--- src/rtl/isa_fetch_pkg.sv ---
// Shared definitions for the ISA fetcher: state encodings and default widths.
package isa_fetch_pkg;

    localparam int PORT_WIDTH   = 128;
    localparam int OPCODE_WIDTH = 8;

    typedef enum logic [1:0] {
        IDLE  = 2'd0,
        FETCH = 2'd1,
        DRAIN = 2'd2,
        DONE  = 2'd3
    } isfState_t;

endpackage

--- src/rtl/isa_fetch_fifo.sv ---
// First-word-fall-through FIFO: registered write, head word visible combinationally.
module FIFO_FWFT #(
    parameter int DATA_WIDTH = 128,
    parameter int ADDR_WIDTH = 3
) (
    input  logic                  clk,
    input  logic                  rst_n,
    input  logic                  Reset,
    input  logic                  Push,
    input  logic                  Pop,
    input  logic [DATA_WIDTH-1:0] DatIn,
    output logic [DATA_WIDTH-1:0] DatOut,
    output logic                  Empty,
    output logic                  Full
);

    localparam int DEPTH = 1 << ADDR_WIDTH;

    logic [DATA_WIDTH-1:0] mem [DEPTH];
    logic [ADDR_WIDTH:0]   wrPtr;
    logic [ADDR_WIDTH:0]   rdPtr;
    logic                  wrEn;
    logic                  rdEn;

    // Pointers carry one extra wrap bit to tell full from empty.
    assign Empty  = (wrPtr == rdPtr);
    assign Full   = (wrPtr[ADDR_WIDTH] != rdPtr[ADDR_WIDTH]) &&
                    (wrPtr[ADDR_WIDTH-1:0] == rdPtr[ADDR_WIDTH-1:0]);
    assign wrEn   = Push & !Full;
    assign rdEn   = Pop & !Empty;
    assign DatOut = mem[rdPtr[ADDR_WIDTH-1:0]];

    always_ff @(posedge clk or negedge rst_n) begin
        if (!rst_n) begin
            wrPtr <= '0;
            rdPtr <= '0;
        end else if (Reset) begin
            wrPtr <= '0;
            rdPtr <= '0;
        end else begin
            if (wrEn) wrPtr <= wrPtr + (ADDR_WIDTH+1)'(1);
            if (rdEn) rdPtr <= rdPtr + (ADDR_WIDTH+1)'(1);
        end
    end

    always_ff @(posedge clk) begin
        if (wrEn) mem[wrPtr[ADDR_WIDTH-1:0]] <= DatIn;
    end

endmodule

--- src/rtl/isa_fetch.sv ---
// ISA word fetcher: credit-limited read requests, buffered in-order stream to the CCU.
// state | meaning
// IDLE  | waiting for start pulse
// FETCH | issuing read requests while buffer credit remains
// DRAIN | all requests issued, waiting for CCU to pop the rest
// DONE  | one-cycle completion pulse
module isa_fetch #(
    parameter int PORT_WIDTH      = isa_fetch_pkg::PORT_WIDTH,
    parameter int DRAM_ADDR_WIDTH = 32,
    parameter int NUM_WORD_WIDTH  = 20,
    parameter int FIFO_ADDR_WIDTH = 3
) (
    input  logic                       clk,
    input  logic                       rst_n,
    input  logic                       TOPISF_Start,
    input  logic [DRAM_ADDR_WIDTH-1:0] TOPISF_BaseAddr,
    input  logic [NUM_WORD_WIDTH-1:0]  TOPISF_NumWord,
    output logic                       ISFTOP_Busy,
    output logic                       ISFTOP_Done,
    output logic [DRAM_ADDR_WIDTH-1:0] ISFITF_RdAddr,
    output logic                       ISFITF_RdAddrVld,
    input  logic                       ITFISF_RdAddrRdy,
    input  logic [PORT_WIDTH-1:0]      ITFISF_RdDat,
    input  logic                       ITFISF_RdDatVld,
    output logic                       ISFITF_RdDatRdy,
    output logic [PORT_WIDTH-1:0]      ISFCCU_ISARdDat,
    output logic                       ISFCCU_ISARdDatVld,
    input  logic                       CCUISF_ISARdDatRdy
);

    import isa_fetch_pkg::*;

    localparam logic [FIFO_ADDR_WIDTH:0] CREDIT_MAX = {1'b1, {FIFO_ADDR_WIDTH{1'b0}}};

    isfState_t                  state;
    isfState_t                  stateNxt;
    logic [DRAM_ADDR_WIDTH-1:0] addrQ;
    logic [NUM_WORD_WIDTH-1:0]  numQ;
    logic [NUM_WORD_WIDTH-1:0]  reqCnt;
    logic [NUM_WORD_WIDTH-1:0]  outCnt;
    logic [FIFO_ADDR_WIDTH:0]   credit;
    logic                       fifoEmpty;
    logic                       fifoFull;
    logic                       reqHs;
    logic                       popHs;
    logic                       lastReq;

    assign ISFITF_RdAddr      = addrQ;
    assign ISFITF_RdDatRdy    = !fifoFull;
    assign ISFCCU_ISARdDatVld = !fifoEmpty;
    assign reqHs              = ISFITF_RdAddrVld & ITFISF_RdAddrRdy;
    assign popHs              = ISFCCU_ISARdDatVld & CCUISF_ISARdDatRdy;
    assign lastReq            = (reqCnt == numQ - NUM_WORD_WIDTH'(1));

    FIFO_FWFT #(
        .DATA_WIDTH (PORT_WIDTH),
        .ADDR_WIDTH (FIFO_ADDR_WIDTH)
    ) uIsaFifo (
        .clk    (clk),
        .rst_n  (rst_n),
        .Reset  (1'b0),
        .Push   (ITFISF_RdDatVld & ISFITF_RdDatRdy),
        .Pop    (popHs),
        .DatIn  (ITFISF_RdDat),
        .DatOut (ISFCCU_ISARdDat),
        .Empty  (fifoEmpty),
        .Full   (fifoFull)
    );

    always_ff @(posedge clk or negedge rst_n) begin
        if (!rst_n) state <= IDLE;
        else        state <= stateNxt;
    end

    always_comb begin
        stateNxt         = state;
        ISFITF_RdAddrVld = 1'b0;
        ISFTOP_Busy      = 1'b0;
        ISFTOP_Done      = 1'b0;
        unique case (state)
            IDLE: begin
                if (TOPISF_Start) stateNxt = (TOPISF_NumWord != '0) ? FETCH : DONE;
            end
            FETCH: begin
                ISFTOP_Busy      = 1'b1;
                // Only request what the buffer is guaranteed to hold once returned.
                ISFITF_RdAddrVld = (credit < CREDIT_MAX);
                if (ISFITF_RdAddrVld && ITFISF_RdAddrRdy && lastReq) stateNxt = DRAIN;
            end
            DRAIN: begin
                ISFTOP_Busy = 1'b1;
                if (outCnt == numQ) stateNxt = DONE;
            end
            DONE: begin
                ISFTOP_Busy = 1'b1;
                ISFTOP_Done = 1'b1;
                stateNxt    = IDLE;
            end
            default: stateNxt = IDLE;
        endcase
    end

    always_ff @(posedge clk or negedge rst_n) begin
        if (!rst_n) begin
            addrQ  <= '0;
            numQ   <= '0;
            reqCnt <= '0;
            outCnt <= '0;
            credit <= '0;
        end else if (state == IDLE) begin
            if (TOPISF_Start) begin
                addrQ  <= TOPISF_BaseAddr;
                numQ   <= TOPISF_NumWord;
                reqCnt <= '0;
                outCnt <= '0;
                credit <= '0;
            end
        end else begin
            if (reqHs) begin
                addrQ  <= addrQ + DRAM_ADDR_WIDTH'(1);
                reqCnt <= reqCnt + NUM_WORD_WIDTH'(1);
            end
            if (popHs) outCnt <= outCnt + NUM_WORD_WIDTH'(1);
            if (reqHs && !popHs)      credit <= credit + (FIFO_ADDR_WIDTH+1)'(1);
            else if (!reqHs && popHs) credit <= credit - (FIFO_ADDR_WIDTH+1)'(1);
        end
    end

endmodule

--- config.mk ---
export PLATFORM = sky130hd
export DESIGN_NAME = isa_fetch
export DESIGN_NICKNAME = d
export VERILOG_FILES = /design/src/rtl/isa_fetch_pkg.sv /design/src/rtl/isa_fetch_fifo.sv /design/src/rtl/isa_fetch.sv
export SDC_FILE = /design/constraint.sdc
export NUM_CORES = 1
export LEC_CHECK = 0
export ABC_AREA = 1
export CORE_MARGIN = 3
export CORE_UTILIZATION = 35
export CTS_BUF_LIST = sky130_fd_sc_hd__clkbuf_2 sky130_fd_sc_hd__clkbuf_4 sky130_fd_sc_hd__clkbuf_8
export DETAILED_ROUTE_END_ITERATION = 12
export PLACE_DENSITY = 0.49
export SETUP_SLACK_MARGIN = 0.02
export SLEW_MARGIN = 20
export SYNTH_ARGS = -nofsm -noshare
export SYNTH_HDL_FRONTEND = slang
export SYNTH_SLANG_ARGS = --single-unit
--- constraint.sdc ---
create_clock -name clk -period 10.3 [get_ports clk]
set_input_delay 1.03 -clock clk [delete_from_list [all_inputs] [get_ports clk]]
set_output_delay 1.03 -clock clk [all_outputs]
set_load 0.05 [all_outputs]
==> summary.txt, run 1 <==
Floorplan
  • Chip width: 369 µm
  • Die area: 136,000 µm²
  • Core footprint: 130,000 µm²
  • Rows: 132
  • # IOs: 351
  • Die Span Y: 369 µm
  • Initial Utilization: 0.354

Hold path
  • Hold crit path type: input pin to async pin

Final layout
  • Register area: 33,400 µm²
  • Multi-input gate area: 11,400 µm²
  • Fin nets: 4,433
  • Filler cells: 12.1k
  • Layout cells sized above 1: 0.0909
  • Post-route cell area: 55,100 µm²
  • Layout Area Growth over Synthesis: 19.4%

Synthesis
  • Async SR Flop Fraction: 0.0938
  • Post-synth top area cell: edfxtp_1
  • Top_reg_cell synth: edfxtp_1
  • Synth unique cells: 50
  • Cells after Synth: 3,871
  • YS warnings: 0
  • Top cells by count, synth: edfxtp_1, nor2_1, o21ai_0
  • Flops & latches, synth: 1,130
  • Synth Area per Inst: 11.9 µm²
  • Area contributors post-synth: edfxtp_1, nor2_1, o21ai_0
  • Net Count, Synth: 4,070
  • EDFF count, synth: 1,024
  • Post-synth top area share: 0.666
  • Register area share after synthesis: 0.723
  • Most frequent cell after synthesis: edfxtp_1
  • Syn Std Cell Area: 46,200 µm²

Placed design
  • Port Buffers: 350
  • HPWL after DPL: 67,100 µm
  • Gp weighted congestion: 0.799
  • Dpl cell area: 51,400 µm²
  • Place WS: 4580 ps

Detailed routing
  • Wirelength per Cell: 20.6 µm
  • DRT iter0 DRCs: 2,098
  • Vias per cell: 4.99
  • DRC: 0
  • Routed Antenna Nets: 0
  • Drt pass-1 iters: 6
  • Final WL: 126,000 µm
  • Vias: 30.6k

Power and ir drop
  • Switching pwr: 7850 µW
  • Power density cells: 325 nW/µm²
  • Clock power frac: 0.217
  • LEAKAGE: 0.0188 µW
  • Sw Share: 0.438
  • Logic pwr share: 0.435
  • Peak supply drop: 241 µV
  • Reg power frac: 0.348
  • Internal power: 10,100 µW

Critical path
  • Critical Path Max Stage Delay: 970 ps
  • Worst path slowest cell: dfrtp_4
  • Worst r2r src: uIsaFifo.rdPtr[0]$_DFFE_PN0P_
  • Critical path arrival: 5230 ps
  • Kind of critical path: flip-flop to output port
  • Crit Path Max Fanout: 103
  • Critical path startpoint category: flip-flop
  • Reg-to-Reg End: uIsaFifo.mem[7][94]$_DFFE_PP_
  • CP Cell Sequence: buf_4 > buf_6 > o21ai_0 > o22ai_1 > nor2_1 > a31oi_1 > clkdlybuf4s50_1
  • R2R setup slack: 6130 ps
  • Worst r2r path cells: 9
  • CP required: 9270 ps
  • Endpoint type of the worst setup path: output port
  • CP Launch Point: uIsaFifo.rdPtr[0]$_DFFE_PN0P_

Clock tree
  • Clk root buf: clkbuf_8
  • H-tree depth: 4
  • Clock Pin Slew Worst Setup and Hold Paths: 60 ps
  • Cts repair resizes: 0
  • Hold buffers post-CTS: 0
  • Clock latency on the worst-skew pair: 910 ps
  • Sink Count: 1,130
  • Clock Path Buffers: 3
  • CTS tree: built
  • Cts bufs inserted: 193
  • Postcts setup bufs: 0

Global routing
  • GRT Util Overall: 0.183
  • Vias in the first global route: 30.4k
  • First-pass GRT wire length: 191,000 µm
  • Largest net degree at the start of global routing: 192
  • Antenna violations before repair: 27
  • GRT overflow: 0

Timing
  • Tightest Pin Transition: 1090 ps
  • Setup violators final: 0
  • Period minus WS final: 6260 ps
  • Final Hold Vio Count: 0
  • Max-slew violations: 0
  • Max Fclk: 160 MHz
  • Final TNS setup: 0 ps
  • Unrepaired setup endpoints after global routing: false
  • Final period util: 0.608
  • Clk_skew: 39.9 ps
  • Setup WS post-layout: 4040 ps
  • Relative slew slack: 0.275

Run
  • Max Cap Viol: 0

Run status
  • Status: completed
[power groups by stage]
stage / Clock, µW / Sequential, µW / Combinational, µW
after CTS: 4030 / 6240 / 7950
after global placement: 0 / 6320 / 7920
after detailed placement: 0 / 6330 / 7920
after floorplan: 0 / 6490 / 5060
final: 3900 / 6240 / 7810
after global routing: 4240 / 6310 / 8500
[through the flow]
stage / utilization / instances / total power, µW / hold WS, ps
floorplan: - / 3871 / 11500 / 459
global placement: 0.394 / 5781 / 14200 / 482
detailed placement: 0.394 / 5781 / 14200 / 482
CTS: 0.423 / 6122 / 18200 / 64.8
global route: 0.423 / 6125 / 19000 / 132
finish: 0.423 / 6139 / 17900 / 182
[cell type report]
type,count,share of cell area
clock inverters,74,0.00817
multi-input cells,2393,0.208
diodes,17,0.000772
flip-flops and latches,1130,0.606
clock buffers,267,0.0587
well taps,1742,0.0395
inverters,123,0.00894
repair buffers,393,0.0701
[critical path: cells and delay by family (launching register included)]
kind	cells	cell delay, ps
AOI/OAI and AO/OA	3	830
buffers and inverters	3	2330
DFF	1	970
and+or+nand+nor	1	60
[sequential cells by signal, summed over array words and instances, names as in the netlist]
register        cells
credit              4
ISFITF_RdAddr      32
state               2
reqCnt             20
uIsaFifo.wrPtr      4
uIsaFifo.rdPtr      4
uIsaFifo.mem     1024
numQ               20
outCnt             20
[cells by family (layout without fill, tap and decap cells)]
family / Yosys count / after routing / synth area share
adders and majority gates: 13 / 13 / 0.00368
AOI/OAI and AO/OA: 930 / 930 / 0.109
and+or+nand+nor: 1383 / 1383 / 0.121
buffers and inverters: 348 / 857 / 0.0303
other: 0 / 17 / 0
muxes: 7 / 7 / 0.00157
DFF: 1130 / 1130 / 0.723
xor gates and xnor gates: 60 / 60 / 0.0114
[how the worst max path moves through the flow]
stage                     slack (ps)                           end
after floorplan                 2730  uIsaFifo.mem[0][0]$_DFFE_PP_
after global placement          4630          ISFCCU_ISARdDat[104]
after detailed placement        4580          ISFCCU_ISARdDat[104]
after CTS                       3550          ISFCCU_ISARdDat[104]
after global routing            3650          ISFCCU_ISARdDat[104]
final                           4040          ISFCCU_ISARdDat[104]
[layout by cell type, fill, tap and decap left out, types with 3 or more instances in the layout]
cell type and n:
diode_2 17, xor2_1 45, inv_12 4, clkinv_1 49
clkbuf_8 197, o22ai_1 143, a31oi_1 132, nor2_4 13
nor2_1 980, xnor2_1 15, buf_12 3, nor4_1 11
o21ai_1 13, nand2_2 5, buf_4 40, inv_1 107
nand3_1 70, clkinvlp_4 5, or2_2 3, inv_16 3
o211ai_1 5, mux2i_1 5, ha_1 12, nand3_2 4
nor2_2 7, clkdlybuf4s50_1 349, edfxtp_1 1024, a22oi_1 3
clkbuf_4 70, nor3_2 7, nand2_1 235, nor3_1 18
clkinv_2 12, nand4_1 18, o21ai_0 588, inv_2 11
a21oi_1 40, dfrtp_1 104
[metal layers]
metal,share of wire,global-route usage,vias to the layer above
met4,0.022,0.0564,18
met5,0.0010,0,-
met2,0.46,0.286,752
li1,-,-,14600
met1,0.45,0.247,15000
met3,0.067,0.0522,220
(Power assumes the default switching activity.)
==> inputs of run 2 (changes only) <==
--- a/config.mk
+++ b/config.mk
@@ -10,7 +10,7 @@
 export CORE_UTILIZATION = 35
 export CTS_BUF_LIST = sky130_fd_sc_hd__clkbuf_2 sky130_fd_sc_hd__clkbuf_4 sky130_fd_sc_hd__clkbuf_8
 export DETAILED_ROUTE_END_ITERATION = 12
-export PLACE_DENSITY = 0.49
+export PLACE_DENSITY = 0.51
 export SETUP_SLACK_MARGIN = 0.02
 export SLEW_MARGIN = 20
 export SYNTH_ARGS = -nofsm -noshare
==> constraint.sdc (replaced) <==
create_clock -name clk -period 5.43 [get_ports clk]
set_input_delay 0.543 -clock clk [delete_from_list [all_inputs] [get_ports clk]]
set_output_delay 0.543 -clock clk [all_outputs]
set_load 0.05 [all_outputs]
==> run 2 against run 1 <==
Net effect:
- cell count barely moved
- worst setup slack got worse by 3600 ps
- clock skew rose by 9.9 ps
- sequential share of layout area fell by 0.46 points
- via count rose by 0.37%
- final area rose by 0.76%
- worst hold slack improved by 76 ps
- critical path depth did not move
- count of clock-buffer cells in the layout fell by 3
- critical endpoint is now ISFCCU_ISARdDat[112]
==> summary.txt, run 2 (synthesized netlist as in run 1, its figures left out) <==
Floorplan
  • Chip width: 369 µm (unchanged)
  • # IOs: 351 (unchanged)
  • Die Span Y: 369 µm (unchanged)
  • Core footprint: 130,000 µm² (unchanged)
  • Die area: 136,000 µm² (unchanged)
  • Initial Utilization: 0.354 (unchanged)
  • Rows: 132 (unchanged)

Detailed routing
  • DRC: 0 (unchanged)
  • Final WL: 126,000 µm (about the same)
  • Vias per cell: 5.00 (was 4.99)
  • Routed Antenna Nets: 0 (unchanged)
  • DRT iter0 DRCs: 2,256 (was 2,098)
  • Drt pass-1 iters: 5 (was 6)
  • Vias: 30.7k (was 30.6k)
  • Wirelength per Cell: 20.5 µm (was 20.6 µm)

Critical path
  • Critical path startpoint category: flip-flop (unchanged)
  • Most used cell, CP: nor2_1
  • CP Launch Point: uIsaFifo.rdPtr[0]$_DFFE_PN0P_ (unchanged)
  • Kind of critical path: flip-flop to output port (unchanged)
  • CP Depth: 7 (unchanged)
  • Reg-to-Reg End: credit[2]$_DFFE_PN0P_ (was uIsaFifo.mem[7][94]$_DFFE_PP_)
  • CP delay by family, top: buffers and inverters (unchanged)
  • Critical Path Max Stage Delay: 860 ps (was 970 ps)
  • Worst r2r path cells: 12 (was 9)
  • CP required: 4890 ps (was 9270 ps)
  • Worst path slowest cell: clkdlybuf4s50_1 (was dfrtp_4)
  • Crit Path Max Fanout: 184 (was 103)
  • R2R setup slack: 1770 ps (was 6130 ps)
  • Crit path buf inv count: 3 (unchanged)
  • Crit path to: ISFCCU_ISARdDat[112] (was ISFCCU_ISARdDat[104])
  • CP Cell Sequence: buf_12 > buf_4 > nor2_1 > nor2_1 > o21ai_0 > a31oi_1 > clkdlybuf4s50_1 (was buf_4 > buf_6 > o21ai_0 > o22ai_1 > nor2_1 > a31oi_1 > clkdlybuf4s50_1)
  • Worst r2r src: state[0]$_DFFE_PN0P_ (was uIsaFifo.rdPtr[0]$_DFFE_PN0P_)
  • Critical path arrival: 4410 ps (was 5230 ps)
  • Endpoint type of the worst setup path: output port (unchanged)

Final layout
  • Filler cells: 12.2k (was 12.1k)
  • Most frequent cells in the layout: edfxtp_1, nor2_1, o21ai_0, clkdlybuf4s50_1, nand2_1 (unchanged)
  • Layout cells sized above 1: 0.0935 (was 0.0909)
  • Final non-filler cell total: 6,145 (was 6,139)
  • Max reg flops: 1,024 (unchanged)
  • Most common cell after layout, fill and taps aside: edfxtp_1 (unchanged)
  • Layout Area Growth over Synthesis: 20.3% (was 19.4%)
  • Multi-input gate area: 11,400 µm² (unchanged)
  • Register area: 33,400 µm² (unchanged)
  • Fin nets: 4,444 (was 4,433)

Timing
  • Max Fclk: 202 MHz
  • Setup violators final: 0 (unchanged)
  • Max-slew violations: 0 (unchanged)
  • Unrepaired setup endpoints after global routing: false (unchanged)
  • Final Hold Vio Count: 0 (unchanged)
  • Period minus WS final: 4960 ps
  • Clk_skew: 49.8 ps (was 39.9 ps)
  • Final period util: 0.913
  • Tightest Pin Transition: 1150 ps (was 1090 ps)
  • Hold slack final: 258 ps (was 182 ps)
  • Relative slew slack: 0.235 (was 0.275)

Power and ir drop
  • Peak supply drop: 497 µV (was 241 µV)
  • Power density cells: 618 nW/µm² (was 325 nW/µm²)
  • LEAKAGE: 0.0189 µW (was 0.0188 µW)

Clock tree
  • H-tree depth: 4 (unchanged)
  • Clock latency on the worst-skew pair: 920 ps (was 910 ps)
  • Clock Path Buffers: 3 (unchanged)
  • Sink Count: 1,130 (unchanged)
  • Clk root buf: clkbuf_8 (unchanged)
  • Cts bufs inserted: 191 (was 193)
  • CTS tree: built (unchanged)
  • Postcts setup bufs: 0 (unchanged)
  • Clock Pin Slew Worst Setup and Hold Paths: 60 ps (about the same)
  • Cts repair resizes: 0 (unchanged)
  • Hold buffers post-CTS: 1 (was 0)

Global routing
  • GRT overflow: 0 (unchanged)
  • Antenna violations before repair: 25 (was 27)
  • GRT Util Overall: 0.183 (about the same)
  • Vias in the first global route: 30.5k (was 30.4k)
  • First-pass GRT wire length: 190,000 µm (was 191,000 µm)
  • Largest net degree at the start of global routing: 211 (was 192)

Placed design
  • Gp weighted congestion: 0.795 (was 0.799)
  • Port Buffers: 350 (unchanged)
  • Placed insts: 5,793 (was 5,781)
  • HPWL after DPL: 68,500 µm (was 67,100 µm)

Run
  • Max Cap Viol: 0 (unchanged)

Run status
  • Status: completed (unchanged)

Hold path
  • Hold crit path type: input pin to flip-flop (was input pin to async pin)
-- run 2: cell types whose count changed in the layout (fill, tap and decap cells not counted), sizes merged --
cell and change:
buf +12, bufinv +1, clkbuf -3, clkinv -4
clkinvlp -2, diode -1, dlygate4sd3 +1, inv +2
-- run 2: layout make-up --
cell class	instances	area share
Clock buffer	264	0.0579
Sequential cell	1130	0.602
Inverter	123	0.00888
Clock inverter	71	0.00917
Multi-Input combinational cell	2393	0.206
Antenna cell	16	0.000721
Timing Repair Buffer	406	0.0765
Tap cell	1742	0.0392
-- run 2: where the power goes --
part           internal (µW)  leakage (µW)  switching (µW)
combinational           4340       0.00630           10700
sequential             11100        0.0107             734
clock                   3950       0.00196            3500
total                  19300        0.0189           15000
-- run 2: stage by stage --
step,setup TNS [ps],utilization,instance area [µm²],setup slack [ps],total power (µW)
2_1_floorplan,-1095200,-,46200,-2140,21900
3_3_place_gp,0,0.397,51800,1470,27200
3_5_place_dp,0,0.397,51800,1460,27200
4_1_cts,0,0.426,55500,412,34800
5_1_grt,0,0.426,55500,242,36400
6_report,0,0.426,55500,474,34300
-- run 2: tightest hold or removal path, stage by stage --
cell	delay [ps]
clkdlybuf4s50_1	420
nand2_1	70
nand2_1	50
-- run 2: how the worst min path moves through the flow --
| stage | endpoint | cells after the start | startpoint |
|---|---|---|---|
| 2_1_floorplan | ISFITF_RdAddr[0]$_DFFE_PN0P_ | 0 | rst_n |
| 5_1_grt | ISFITF_RdAddr[7]$_DFFE_PN0P_ | 3 | TOPISF_BaseAddr[7] |
| 4_1_cts | numQ[6]$_DFFE_PN0P_ | 3 | TOPISF_NumWord[6] |
| 6_report | numQ[9]$_DFFE_PN0P_ | 3 | TOPISF_NumWord[9] |
| 3_3_place_gp | uIsaFifo.rdPtr[3]$_DFFE_PN0P_ | 1 | uIsaFifo.rdPtr[3]$_DFFE_PN0P_ |
| 3_5_place_dp | uIsaFifo.wrPtr[3]$_DFFE_PN0P_ | 1 | uIsaFifo.wrPtr[3]$_DFFE_PN0P_ |
-- run 2: layer usage --
layer / vias up / global-route usage / share of wire
met1: 15100 / 0.243 / 0.45
li1: 14700 / - / -
met4: 20 / 0.0564 / 0.022
met3: 210 / 0.0522 / 0.064
met5: - / 0 / 0.00094
met2: 767 / 0.291 / 0.47
